$ cat config.mk
export PLATFORM = sky130hd
export DESIGN_NAME = mult_share_ctrl
export DESIGN_NICKNAME = d
export VERILOG_FILES = /design/src/rtl/mult_share_ctrl.sv
export SDC_FILE = /design/constraint.sdc
export NUM_CORES = 1
export LEC_CHECK = 0
export ABC_AREA = 1
export CORE_MARGIN = 4
export CORE_UTILIZATION = 60
export DETAILED_ROUTE_END_ITERATION = 16
export PLACE_DENSITY = 0.95
export SETUP_SLACK_MARGIN = 0.5
export SKIP_CTS_REPAIR_TIMING = 1
export SLEW_MARGIN = 20
export SYNTH_ARGS = -nofsm -noshare
export SYNTH_HDL_FRONTEND = slang
export SYNTH_SLANG_ARGS = --single-unit
$ cat constraint.sdc
create_clock -name Clock -period 11.63 [get_ports Clock]
set_input_delay 1.7445 -clock Clock [delete_from_list [all_inputs] [get_ports Clock]]
set_output_delay 1.7445 -clock Clock [all_outputs]
set_load 0.02 [all_outputs]
$ cat src/rtl/mult_share_ctrl.sv
// mult_share_ctrl: round-robin time-sharing of one 8x8 unsigned array
// multiplier between requesters A and B, with a req/done handshake.
// The operands are captured at grant and held for MUL_CYCLES clocks
// while the array settles. The product is then registered.

// Unsigned 8x8 array multiplier (shift-add partial products), purely combinational.
module mult_array8 (
  input  logic [7:0]  a,
  input  logic [7:0]  b,
  output logic [15:0] p
);
  // Sum the gated partial-product rows; each row is 'a' shifted by its bit of 'b'
  always_comb begin
    p = '0;
    for (int i = 0; i < 8; i++) begin
      if (b[i]) p = p + ({8'd0, a} << i);
    end
  end
endmodule

module mult_share_ctrl #(
  parameter int MUL_CYCLES = 2  // legal range 1..15
) (
  input  logic        Clock,
  input  logic        Resetn,
  input  logic        ReqA,
  input  logic [7:0]  OpA_X,
  input  logic [7:0]  OpA_Y,
  input  logic        ReqB,
  input  logic [7:0]  OpB_X,
  input  logic [7:0]  OpB_Y,
  output logic        GntA,
  output logic        GntB,
  output logic        DoneA,
  output logic        DoneB,
  output logic [15:0] Result,
  output logic        Busy
);

  typedef enum logic [1:0] {S_IDLE, S_MUL, S_DONE} state_t;

  // last_q: 0 = A served last, 1 = B served last. While busy it also names
  // the current owner, because it is updated with the winner on the grant edge.
  state_t      state_q, state_d;
  logic        last_q, last_d;
  logic [7:0]  xr_q, xr_d;
  logic [7:0]  yr_q, yr_d;
  logic [3:0]  cnt_q, cnt_d;
  logic [15:0] result_q, result_d;

  logic [15:0] prod;
  logic        win_b;

  mult_array8 u_mul (.a(xr_q), .b(yr_q), .p(prod));

  // On a tie, B wins only if A was served last; a lone request always wins
  assign win_b = ReqB & (~ReqA | ~last_q);

  // Next-state and datapath update
  always_comb begin
    state_d  = state_q;
    last_d   = last_q;
    xr_d     = xr_q;
    yr_d     = yr_q;
    cnt_d    = cnt_q;
    result_d = result_q;
    case (state_q)
      S_IDLE: begin
        if (ReqA || ReqB) begin
          last_d  = win_b;
          xr_d    = win_b ? OpB_X : OpA_X;
          yr_d    = win_b ? OpB_Y : OpA_Y;
          cnt_d   = 4'(MUL_CYCLES - 1);
          state_d = S_MUL;
        end
      end
      S_MUL: begin
        if (cnt_q != 4'd0) begin
          cnt_d = cnt_q - 4'd1;
        end else begin
          result_d = prod;
          state_d  = S_DONE;
        end
      end
      S_DONE:  state_d = S_IDLE;
      default: state_d = S_IDLE;
    endcase
  end

  // State and datapath registers; reset leaves B as last-served so A wins the first tie
  always_ff @(posedge Clock or negedge Resetn) begin
    if (!Resetn) begin
      state_q  <= S_IDLE;
      last_q   <= 1'b1;
      xr_q     <= '0;
      yr_q     <= '0;
      cnt_q    <= '0;
      result_q <= '0;
    end else begin
      state_q  <= state_d;
      last_q   <= last_d;
      xr_q     <= xr_d;
      yr_q     <= yr_d;
      cnt_q    <= cnt_d;
      result_q <= result_d;
    end
  end

  // Handshake outputs are decoded only from registered state, so they are glitch-free
  always_comb begin
    Busy   = (state_q != S_IDLE);
    GntA   = Busy & ~last_q;
    GntB   = Busy &  last_q;
    DoneA  = (state_q == S_DONE) & ~last_q;
    DoneB  = (state_q == S_DONE) &  last_q;
    Result = result_q;
  end

endmodule

==> summary.md <==
| Metric | Value |
|---|---|
| # fillers | `584` |
| Vias in the first global route | `5091` |
| Synthesized area per cell | `6.75 sq um` |
| RePlAce Congestion | `0.900` |
| Share of cells above drive strength 1 | `0.0694` |
| Fin nets | `851` |
| Final Hold Vio Count | `0` |
| Critical path's most frequent cell | `nand2_1` |
| H-tree levels | `2` |
| Worst setup EP type | `register` |
| YS warnings | `0` |
| Worst-margin pin slew | `855 ps` |
| Worst-Skew Late Latency | `310 ps` |
| Count of final setup violators | `0` |
| Placed cell areas | `5340 sq um` |
| Drt wl/cell | `15.7 um` |
| WP data required | `11830 ps` |
| GRT Residual Overflow | `0` |
| Post-synth net total | `804` |
| Initial antenna violation count | `0` |
| Worst min-delay path class | `reg -> reg` |
| Max cap viols | `0` |
| CTS tree | `built` |
| Fin cells | `851` |
| Slew HR | `0.430` |
| Slew Viols, Final | `0` |
| WL final | `13.4 mm` |
| Initial Util | `0.615` |
| Max Freq | `112 MHz` |
| Status | `finished, final reports clean` |
| Gr usage total | `0.287` |
| Worst-case clock buffer depth | `2` |
| CTS buffer count | `5` |
| Vias per cell | `5.95` |
| CP Class | `reg -> reg` |
| Antenna Cells | `0` |
| Port bufs | `56` |
| Final period demand of the worst path | `8920 ps` |
| Dpl hpwl | `9.95 mm` |
| Area delta synth->final | `15.3%` |
| FP Rows | `32` |
| 1st-iter DRT viols | `373` |
| Clock root cell | `clkbuf_8` |
| Yosys reg bits | `39` |
| IO Count | `57` |
| Largest net degree at the start of global routing | `40` |
| Dpl cells | `843` |
| Skew final | `9.18 ps` |
| Crit start category | `register` |
| Drt drc | `0` |
| Post-synth cell types | `37` |
| Tcrit/Tclk final | `0.767` |
| Die X | `96.8 um` |
| Clock sink total | `39` |
| Mapped Cells | `701` |
| Vias | `5066` |
| DIE AREA | `9370 sq um` |
| Antenna viol nets, final | `0` |
| Sequential area share after synthesis | `0.207` |
| Pre-antenna DRT Iters | `5` |
| Post-Syn Area | `4730 sq um` |
| Crit-path max cell delay | `600 ps` |
| Die Height | `96.8 um` |
| Slowest CP cell | `dfrtp_1` |
| Unrepaired setup endpoints after global routing | `false` |
| First-pass GRT wire length | `22.5 mm` |
| CP delay by family, top | `simple AND/OR/NAND/NOR gates` |
| Buf/Inv on CP | `2` |
| Clock transition at the registers of the reported paths | `90 ps` |
| Crit Path Max Fanout | `11` |
| Crit path DAT | `9120 ps` |
| Fin util | `0.709` |
| Core box area | `7690 sq um` |
| Setup tns final | `0 ps` |
| Post-Layout Inst Area | `5450 sq um` |
[cell type report]
cell class / instances / area [sq um] / area share
Clock buffer: 5 / 68.8 / 0.0126
Clock inverter: 3 / 47.5 / 0.00872
Inverter: 101 / 379 / 0.0695
Multi-Input combinational cell: 545 / 3300 / 0.605
Sequential cell: 39 / 977 / 0.179
Tap cell: 102 / 128 / 0.0234
Timing Repair Buffer: 56 / 556 / 0.102
[placed cells by master (no fill, tap or decap), drive strengths merged]
cell type,n
nand2,171
inv,101
nand3,70
o21ai,64
ha,60
clkdlybuf4s50,55
nor2,51
dfrtp,38
a21oi,36
xor2,16
and2,13
o22ai,12
or2,10
nand4,8
fa,7
nor3,6
o21bai,5
clkbuf,5
xnor2,3
a22oi,3
o311ai,2
a31oi,2
a21o,2
clkinv,2
nor4,1
a21boi,1
o31ai,1
nand3b,1
bufinv,1
buf,1
dfstp,1
[worst reg2reg max path: cells and delay by family (launching register included)]
family / cells / cell delay, ps
compound gates: 10 / 1720
xor+xnor: 2 / 280
flops: 1 / 600
simple gates: 29 / 3510
fa+ha+maj: 8 / 2530
buf+inv: 2 / 170
[cell usage after synthesis, drive strengths merged]
cell type,count,area share
a21oi,36,0.038
o31ai,1,0.0016
nor3,6,0.0063
nand4,8,0.011
nor4,1,0.0013
clkinv,1,0.00079
a31oi,2,0.0026
o21bai,5,0.0079
fa,7,0.030
inv,100,0.079
buf,8,0.010
a22oi,3,0.0048
clkbuf,8,0.0063
or2,10,0.013
dfstp,1,0.0056
xnor2,3,0.0056
o22ai,12,0.016
and2,13,0.017
o311ai,2,0.0037
xor2,16,0.030
dfrtp,38,0.20
o21ai,64,0.073
a21boi,1,0.0016
nor2,51,0.043
nand2,171,0.14
nand3b,1,0.0016
a21o,2,0.0032
nand3,70,0.090
ha,60,0.16
[per-layer routing]
| metal | global-route usage | part of all wire | vias up | wire length [um] |
|---|---|---|---|---|
| li1 | - | - | 2401 | - |
| met1 | 0.325 | 0.38 | 2334 | 5140 |
| met2 | 0.488 | 0.48 | 259 | 6380 |
| met3 | 0.0598 | 0.080 | 72 | 1080 |
| met4 | 0.187 | 0.059 | 0 | 795 |
| met5 | 0 | 0 | - | 0 |
[sequential cells by signal, indices dropped and copies added, names as in the netlist]
signal   count
yr_q         8
state_q      2
cnt_q        4
Result      16
last_q       1
xr_q         8
[through the flow]
| step | worst slack (ps) | hold WS, ps |
|---|---|---|
| 3_3_place_gp | 3390 | 465 |
| 2_1_floorplan | 3830 | 492 |
| 5_1_grt | 2190 | 535 |
| 3_5_place_dp | 2950 | 477 |
| 4_1_cts | 2880 | 503 |
| 6_report | 2710 | 499 |
[worst paths after layout]
| check | startpoint | end | slack [ps] | depth (start not counted) |
|---|---|---|---|---|
| max reg2reg | xr_q[1] | Result[14] | 2710 | 51 |
| max in group asynchronous | Resetn | Result[6] | 9540 | 1 |
| min reg2reg | Result[14] | Result[14] | 500 | 2 |
| max | xr_q[1] | Result[14] | 2710 | 51 |
| min | Result[14] | Result[14] | 500 | 2 |
| min in group asynchronous | Resetn | Result[14] | 1540 | 1 |
[cells by family (layout without fill, tap and decap cells)]
| group | count (synthesis) | after routing | synth area share |
|---|---|---|---|
| xor+xnor | 19 | 19 | 0.0352 |
| compound gates | 128 | 128 | 0.153 |
| fa+ha+maj | 67 | 67 | 0.188 |
| buf+inv | 117 | 165 | 0.0966 |
| simple gates | 331 | 331 | 0.321 |
| flops | 39 | 39 | 0.207 |
Power is left out: the tool's default activity adds up to more than one toggle a clock period on the data nets, which glitch-free logic cannot reach.
